$ cat config.mk
export PLATFORM = sky130hd
export DESIGN_NAME = l1_trigger_holdoff_scaler
export DESIGN_NICKNAME = d
export VERILOG_FILES = /design/src/rtl/l1_trigger_holdoff_scaler.sv
export SDC_FILE = /design/constraint.sdc
export NUM_CORES = 1
export LEC_CHECK = 0
export BUFFER_PORTS_ARGS = -buffer_cell sky130_fd_sc_hd__buf_2
export CAP_MARGIN = 40
export CORE_ASPECT_RATIO = 1.1
export CORE_UTILIZATION = 30
export CTS_BUF_LIST = sky130_fd_sc_hd__clkbuf_8 sky130_fd_sc_hd__clkbuf_16
export DETAILED_ROUTE_END_ITERATION = 10
export PLACE_DENSITY_LB_ADDON = 0.05
export SYNTH_ARGS = -nofsm -noshare
export SYNTH_HDL_FRONTEND = slang
export SYNTH_SLANG_ARGS = --single-unit
export TNS_END_PERCENT = 5
$ cat constraint.sdc
create_clock -name aclk -period 7.2 [get_ports aclk]
set_clock_uncertainty 0.15 [all_clocks]
set_input_delay 0.72 -clock aclk [delete_from_list [all_inputs] [get_ports aclk]]
set_output_delay 0.72 -clock aclk [all_outputs]
set_load 0.1 [all_outputs]
$ cat src/rtl/l1_trigger_holdoff_scaler.sv
// Per-beam trigger edge detect with mask and holdoff, single-cycle accept pulses,
// and saturating per-beam rate counts published once per programmable gate period.
module l1_trigger_holdoff_scaler #(
  parameter int unsigned NBEAMS       = 2,
  parameter int unsigned HOLDOFF_BITS = 8,
  parameter int unsigned COUNT_BITS   = 24,
  parameter int unsigned PERIOD_BITS  = 27
) (
  input  logic                           aclk,
  input  logic                           aresetn,
  input  logic [NBEAMS-1:0]              trig_i,
  input  logic [NBEAMS-1:0]              beam_mask_i,
  input  logic [HOLDOFF_BITS-1:0]        holdoff_i,
  input  logic [PERIOD_BITS-1:0]         period_i,
  output logic [NBEAMS-1:0]              trig_o,
  output logic                           any_trig_o,
  output logic [NBEAMS*COUNT_BITS-1:0]   count_o,
  output logic                           count_valid_o
);

  localparam int unsigned COUNT_W = NBEAMS * COUNT_BITS;

  typedef enum logic {READY, HOLD} beam_state_e;
  typedef enum logic {LOAD, RUN} per_state_e;

  beam_state_e                          beam_st_q [NBEAMS];
  beam_state_e                          beam_st_d [NBEAMS];
  logic [NBEAMS-1:0][HOLDOFF_BITS-1:0]  hcnt_q, hcnt_d;
  logic [NBEAMS-1:0][COUNT_BITS-1:0]    run_q, run_d, inc;
  logic [NBEAMS-1:0]                    trig_prev, rise, accept;
  per_state_e                           per_state_q, per_state_d;
  logic [PERIOD_BITS-1:0]               per_cnt_q, per_cnt_d;
  logic                                 terminal;

  // Next-state logic for the gate-period FSM and every beam FSM
  always_comb begin
    per_state_d = per_state_q;
    per_cnt_d   = per_cnt_q;
    terminal    = 1'b0;
    case (per_state_q)
      LOAD: begin
        per_cnt_d   = period_i;
        per_state_d = RUN;
      end
      RUN: begin
        if (per_cnt_q == '0) begin
          terminal  = 1'b1;
          per_cnt_d = period_i;
        end else begin
          per_cnt_d = per_cnt_q - PERIOD_BITS'(1);
        end
      end
      default: per_state_d = LOAD;
    endcase

    for (int b = 0; b < int'(NBEAMS); b++) begin
      beam_st_d[b] = beam_st_q[b];
      hcnt_d[b]    = hcnt_q[b];
      accept[b]    = 1'b0;
      rise[b]      = trig_i[b] & ~trig_prev[b] & ~beam_mask_i[b];
      case (beam_st_q[b])
        READY: begin
          if (rise[b]) begin
            accept[b] = 1'b1;
            hcnt_d[b] = holdoff_i;
            if (holdoff_i != '0) beam_st_d[b] = HOLD;
          end
        end
        HOLD: begin
          // Mask changes do not cut the dead time short
          hcnt_d[b] = hcnt_q[b] - HOLDOFF_BITS'(1);
          if (hcnt_q[b] == HOLDOFF_BITS'(1)) beam_st_d[b] = READY;
        end
        default: beam_st_d[b] = READY;
      endcase
      inc[b]   = (accept[b] && (run_q[b] != '1)) ? run_q[b] + COUNT_BITS'(1) : run_q[b];
      run_d[b] = terminal ? '0 : inc[b];
    end
  end

  // State and registered outputs
  always_ff @(posedge aclk or negedge aresetn) begin
    if (!aresetn) begin
      trig_prev     <= '1;
      trig_o        <= '0;
      any_trig_o    <= 1'b0;
      count_o       <= COUNT_W'(0);
      count_valid_o <= 1'b0;
      per_state_q   <= LOAD;
      per_cnt_q     <= '0;
      hcnt_q        <= '0;
      run_q         <= '0;
      for (int b = 0; b < int'(NBEAMS); b++) beam_st_q[b] <= READY;
    end else begin
      trig_prev     <= trig_i;
      trig_o        <= accept;
      any_trig_o    <= |accept;
      count_valid_o <= terminal;
      per_state_q   <= per_state_d;
      per_cnt_q     <= per_cnt_d;
      hcnt_q        <= hcnt_d;
      run_q         <= run_d;
      for (int b = 0; b < int'(NBEAMS); b++) begin
        beam_st_q[b] <= beam_st_d[b];
        // Terminal-cycle accepts belong to the closing gate
        if (terminal) count_o[b*COUNT_BITS +: COUNT_BITS] <= inc[b];
      end
    end
  end

endmodule
-- Word-level counts from Yosys, hierarchy flattened
Index checks and enable logic that the tools add are counted.
- add/sub/neg operators: 5
- eq/ne operators: 6
- multiplexer cells: 23
- bitwise logic cells: 11
- reduce and logical (&&, ||, !) cells: 5
- operators with widths (kind ; number):
    24-bit 2-to-1 mux ; 4
    27-bit case mux with 2 select lines ; 1
    24-bit by 1-bit adder with 24-bit output (second input constant) ; 2
    24-bit inequality test (second input constant) ; 2
    8-bit case mux with 2 select lines ; 2
    27-bit zero test ; 1
    27-bit 2-to-1 mux ; 1
    27-bit by 1-bit subtractor with 27-bit output (second input constant) ; 1
    8-bit by 1-bit == test with 1-bit output (second input constant) ; 2
    8-bit 2-to-1 mux ; 2
    8-bit by 1-bit subtractor with 8-bit output (second input constant) ; 2
    1-bit 2-to-1 mux ; 11
    8-bit nonzero test ; 1
    1-bit NOT ; 7
    1-bit bitwise AND ; 4
    2-bit inequality test (second input constant) ; 2
    1-bit case mux with 2 select lines ; 2
    1-bit logical AND ; 2
    2-bit OR reduction ; 1
- register bits after elaboration: 148
- bits of input ports: 41
- output and inout port bits: 52
- logic and storage cells: 63

-- Depth between registers and ports, before layout
Gate-level depths: netlist (run 1).
- depth in word-level cells: 8
- depth in mapped cells: 10
- gate-level depth less buffers: 8

-- Least setup slack after synthesis (run 1)
Ideal clock, no wire load.
- path type: in2reg
- from: input port beam_mask_i[1]
- to: register count_o[46]
- library setup time: 129 ps
- arrival: 2523 ps
- path slack: 4398 ps
- cell stages on the path: 5
- buffers on the path: 0
- cell sequence: or4b_4 or4_4 or4_1 xor2_1 o21ai_1
- cells in the longest elaborated chain, start to end: 6
- ends and longest elaborated chain (item ; line ; RTL):
    start, declared ; 12 ; input logic [NBEAMS-1:0] beam_mask_i,
    1-bit NOT ; 60 ; rise[b] = trig_i[b] & ~trig_prev[b] & ~beam_mask_i[b];
    1-bit bitwise AND ; 60 ;
    1-bit 2-to-1 mux ; 63 ; if (rise[b]) begin
    1-bit 2-to-1 mux ; 61 ; case (beam_st_q[b])
    1-bit logical AND ; 76 ; inc[b] = (accept[b] && (run_q[b] != '1)) ? run_q[b] + COUNT_BITS'(1) : run_q[b];
    24-bit 2-to-1 mux ; 76 ;
    end signal, assigned by index ; 106 ; if (terminal) count_o[b*COUNT_BITS +: COUNT_BITS] <= inc[b];
    end, declared ; 17 ; output logic [NBEAMS*COUNT_BITS-1:0] count_o,
Every way passes these cells.
A chain may end at the register's enable or synchronous reset.

-- Worst setup path after layout (run 1)
- from: register per_cnt_q[9]
- to: register count_o[37]
- cells in the longest elaborated chain, start to end: 3
- ends and longest elaborated chain (item ; line ; RTL):
    start, declared ; 32 ; logic [PERIOD_BITS-1:0] per_cnt_q, per_cnt_d;
    start signal, assigned ; 100 ; per_cnt_q <= per_cnt_d;
    27-bit zero test ; 46 ; if (per_cnt_q == '0) begin
    1-bit 2-to-1 mux ; 46 ;
    1-bit 2-to-1 mux ; 40 ; case (per_state_q)
Every way passes these cells.

==> results of run 1 <==
[state kept, by name, summed over array words and instances (netlist names)]
name and flops:
any_trig_o 1, beam_st_q 2, count_o 48, count_valid_o 1, hcnt_q 16, per_cnt_q 27, per_state_q 1, run_q 48
trig_o 2, trig_prev 2
[worst max-delay path, stage by stage (launching register included)]
cell and delay [ns]:
dfrtp_1 0.42, nor4_1 0.72, nand4_1 0.16, or2_2 0.58, inv_2 0.39, buf_4 0.49, o211ai_1 0.16, nand3_1 0.11
[area by class of cell]
cell class,instances,area [sq um]
clock buffer,19,452.9
clock inverter,13,205.2
fill,2376,14530
inverter,18,67.56
multi-input combinational,556,3201
sequential,148,3706
tap,300,375.4
timing repair buffer,99,536.8
[report_power, final]
part / total (mW) / internal, mW / switching [mW]
clock: 1.00 / 0.634 / 0.369
combinational: 0.308 / 0.135 / 0.173
sequential: 1.03 / 0.918 / 0.107
[cells in the mapped netlist (all sizes together) (7+ instances only)]
| library cell | count |
|---|---|
| o21ai | 87 |
| clkbuf | 24 |
| a21oi | 29 |
| inv | 18 |
| nor3 | 19 |
| xor2 | 21 |
| xnor2 | 40 |
| or4 | 12 |
| a211oi | 7 |
| nor2 | 78 |
| a31oi | 8 |
| mux2i | 9 |
| dfrtp | 146 |
| nand2 | 97 |
| buf | 8 |
| nor4 | 17 |
| ha | 8 |
| or3 | 9 |
| and3 | 8 |
| nand4 | 27 |
| nand3 | 27 |
[stage by stage]
stage               util (%)  cell area (sq um)  cells
detailed placement     34.17               7886   1121
global route           37.03               8544   1153
floorplan                  -               7102    754
CTS                    37.03               8544   1153
finish                 37.03               8544   1153
global placement       34.03               7854   1119
[how the worst max path moves through the flow]
| stage | slack (ns) | end | cells past startpoint | startpoint |
|---|---|---|---|---|
| 2_1_floorplan | 4.40 | count_o[46] | 5 | beam_mask_i[1] |
| 3_3_place_gp | 3.92 | count_o[15] | 7 | per_cnt_q[9] |
| 3_5_place_dp | 3.90 | count_o[37] | 7 | per_cnt_q[9] |
| 4_1_cts | 3.87 | count_o[37] | 7 | per_cnt_q[9] |
| 5_1_grt | 3.55 | count_o[41] | 7 | per_cnt_q[9] |
| 6_report | 3.91 | count_o[37] | 7 | per_cnt_q[9] |
[metal layers]
metal  global-route usage, %  wire length (microns)
met1                   20.72                   8665
met2                   24.72                   8068
met3                   3.799                    665
met4                   5.389                    219
met5                       0                      0
[kinds of logic (layout without fill, tap and decap cells)]
group	after synthesis	in the layout
multiplexers	10	10
adder cells (fa/ha/maj)	8	8
flip-flops	148	148
AND/OR/NAND/NOR	323	323
AO/OA/AOI/OAI	153	153
buffers and inverters	50	149
XOR/XNOR	61	61
other	1	1
==> out/results.txt, run 1 <==
total number of vias = 5697
EDFF count, synth = 0
flop2flop setup slack = 3.91 ns
reg2reg start = per_cnt_q[9]
Setup-failing EPs final = 0
reg2reg path depth = 7
worst-path fanout max = 46
YS warnings = 0
most frequent cells in the layout = dfrtp_1 (146), nand2_1 (97), buf_2 (92)
# port buffers = 92
Post-Syn Nets = 803
worst setup margin = 3.906 ns
Bufs on Longest Clock Path = 2
CP Data Arrival Time = 3.50 ns
relative slew slack = 46.70%
Max Slew Vio Count = 0
top cells by area, synth = dfrtp_1 (51%), o21ai_0 (5.9%), nand2_1 (5.1%), xnor2_1 (4.9%), nor2_1 (4.1%)
Post-Synth Simple-Gate Area = 22.45%
sequential area share after synthesis = 52.18%
Worst R2R End = count_o[37]
Synth Area in XOR/XNOR = 7.523%
largest net degree at the start of global routing = 61
drt initial violations = 313
grt ovf = 0
area leader, netlist = dfrtp_1
post-cts sizing count = 0
DP Wirelength = 12280 microns
worst skew pair latency = 0.43 ns
vias in the first global route = 5759
Detail Route Antenna Nets = 0
Final Power = 2.337 mW
CTS tree = yes
Setup WS pre-CTS = 3.904 ns
PwrDens = 273.6 nW/um^2
worst-margin pin slew = 0.7921 ns
row cnt = 58
worst hold slack = 0.06461 ns
gpl congestion = 0.7778
synthesized area per cell = 9.419 sq um
most common cell after layout, fill and taps aside = dfrtp_1
post-synthesis mux area share = 1.427%
clock root buffer = clkbuf_16
ANT cells = 0
RSZ-0062 raised after global routing = no
# DRC = 0
first-pass GRT wire length = 29650 microns
H-tree levels = 4
WS Path Type = flip-flop to flip-flop
clock slew at reported path FFs = 0.07 ns
CTS Hold Buffers Added = 0
# nets final = 889
Lkg Pwr = 3.658 nW
post-CTS setup buffers = 0
max-capacitance violation count = 0
DR WL/cell = 15.28 microns
Worst Setup Start Kind = flip-flop
# clock sinks = 148
full die area = 24290 sq um
CTS Buf Count = 17
GRT Total Usage = 15.62%
Final Hold Vio Count = 0
Worst VDD drop = 0.1453 mV
Area Overhead vs Synth = 20.31%
Initial Utilization = 30.77%
largest family of logic cells by synthesized area = simple AND/OR/NAND/NOR gates
TNS Setup = 0 ns
drt total wl = 17620 microns
fin crit period = 3.294 ns
Die Y = 163.4 microns
critical path capture point type = flip-flop
outcome = finished, final reports clean
period utilization = 45.75%
ys async rst share = 100.0%
area share of fa/ha/maj cells after synthesis = 1.409%
Netlist cell types = 51
maximum clock rate = 303.6 MHz
Synth Flop Type = dfrtp_1
Yosys top cell area share = 51.44%
number of vias per cell = 4.941
DRT Pass-1 Iters = 4
antenna violations before repair = 0
core area = 23080 sq um
die width = 148.7 microns
Seq cells post-synth = 148
Hold Path Class = input port to asynchronous set/reset pin
fraction of layout cells with a size suffix above 1 = 16.53%
num ports = 93
cell count after synthesis = 754
Mapped Area = 7102 sq um
area fraction in compound gates after synthesis = 12.16%
Worst Path Required = 7.41 ns
Note: power is estimated with default switching activity, not from simulation.
==> run 2, diff against run 1 <==
==> constraint.sdc (replaced) <==
create_clock -name aclk -period 3.3 [get_ports aclk]
set_clock_uncertainty 0.15 [all_clocks]
set_input_delay 0.33 -clock aclk [delete_from_list [all_inputs] [get_ports aclk]]
set_output_delay 0.33 -clock aclk [all_outputs]
set_load 0.1 [all_outputs]
==> out/results.txt, run 2 (synthesized netlist as in run 1, its figures left out) <==
CP most frequent cell = or4b_1
DR WL/cell = 15.01 microns
Final Hold Vio Count = 0
number of buffer and inverter stages on the critical path = 0
most common cell after layout, fill and taps aside = dfrtp_1
maximum clock rate = 347.2 MHz
RSZ-0062 raised after global routing = no
GRT Total Usage = 15.58%
antenna violations before repair = 0
row cnt = 58
num ports = 93
fin crit period = 2.880 ns
Max Slew Vio Count = 0
gpl congestion = 0.8085
CP max stage cell = or4b_1
largest net degree at the start of global routing = 78
DP Wirelength = 12380 microns
core area = 23080 sq um
CTS Buf Count = 17
Area Overhead vs Synth = 24.67%
# nets final = 928
clock slew at reported path FFs = 0.06 ns
number of vias per cell = 4.953
CTS tree = yes
Worst Path Required = 3.49 ns
CP Data Arrival Time = 3.07 ns
# clock sinks = 148
critical path capture point type = flip-flop
Die Y = 163.4 microns
TNS Setup = 0 ns
most frequent cells in the layout = dfrtp_1 (146), nand2_1 (97), buf_2 (91)
fraction of layout cells with a size suffix above 1 = 16.70%
Lkg Pwr = 3.802 nW
total number of vias = 5904
largest registers = count_o (48), run_q (48), per_cnt_q (27)
drt total wl = 17890 microns
post-cts sizing count = 0
max-capacitance violation count = 0
Hold Path Class = input port to flip-flop
CP top delay family = simple AND/OR/NAND/NOR gates
CP Cell Sequence = or4b_1 -> or4b_1 -> or2_1 -> or4_1 -> nand3_1
worst-path fanout max = 18
outcome = finished, final reports clean
vias in the first global route = 5863
worst setup margin = 0.4197 ns
DRT Pass-1 Iters = 4
Worst VDD drop = 0.3732 mV
grt ovf = 0
Setup-failing EPs final = 0
worst hold slack = 0.03849 ns
period utilization = 87.28%
# port buffers = 92
PwrDens = 554.2 nW/um^2
worst-margin pin slew = 0.8743 ns
worst stage delay on the critical path = 0.76 ns
full die area = 24290 sq um
Initial Utilization = 30.77%
worst skew pair latency = 0.42 ns
die width = 148.7 microns
Worst Setup Start Kind = flip-flop
Bufs on Longest Clock Path = 2
drt initial violations = 347
Final Power = 4.907 mW
Setup WS pre-CTS = 0.4364 ns
# DRC = 0
WS Path Type = flip-flop to flip-flop
relative slew slack = 41.59%
ANT cells = 0
clock root buffer = clkbuf_16
first-pass GRT wire length = 29620 microns
H-tree levels = 4
Detail Route Antenna Nets = 0
[run 2: layout make-up]
type                            count  area, sq um
Clock inverter                     11        111.4
Sequential cell                   148         3706
Multi-Input combinational cell    556         3201
Inverter                           18        67.56
Clock buffer                       21        480.5
Timing Repair Buffer              138        912.1
Tap cell                          300        375.4
Fill cell                        2343        14220
[run 2: routing by layer]
layer	track usage (%)	wire, microns
met5	0	0
met2	24.96	8240
met3	3.659	697
met4	5.295	246
met1	20.53	8707
[run 2: tightest hold or removal path, cell delays in order]
cell     delay [ns]
buf_2          0.11
a21oi_1        0.06
nand2_1        0.07
[run 2: worst paths after layout]
kind | from | to | slack, ns | cells after the start
worst max-delay path | beam_st_q[1] | count_o[15] | 0.42 | 5
worst min-delay path | holdoff_i[2] | hcnt_q[10] | 0.04 | 3
worst max register to register | beam_st_q[1] | count_o[15] | 0.42 | 5
worst min register to register | count_o[31] | count_o[31] | 0.32 | 2
max in group asynchronous | aresetn | trig_prev[0] | 1.94 | 3
min in group asynchronous | aresetn | count_o[33] | 0.26 | 2
[run 2: what timing repair did]
action                    4_1_cts  5_1_grt
buffers inserted                0        0
hold endpoints to repair       72        0
hold buffers                   30        0
[run 2: report_power, final]
part	leakage, nW	switching (mW)	total [mW]	internal (mW)
registers	1.70	0.214	2.22	2.00
clock network	0.303	0.759	1.94	1.18
logic	1.80	0.417	0.744	0.326
[run 2: through the flow]
stage	instance area [sq um]	std cells	util, %
after global routing	8853	1192	38.36
final	8853	1192	38.36
after CTS	8853	1192	38.36
after floorplan	7102	754	-
after detailed placement	7961	1130	34.50
after global placement	7961	1130	34.50
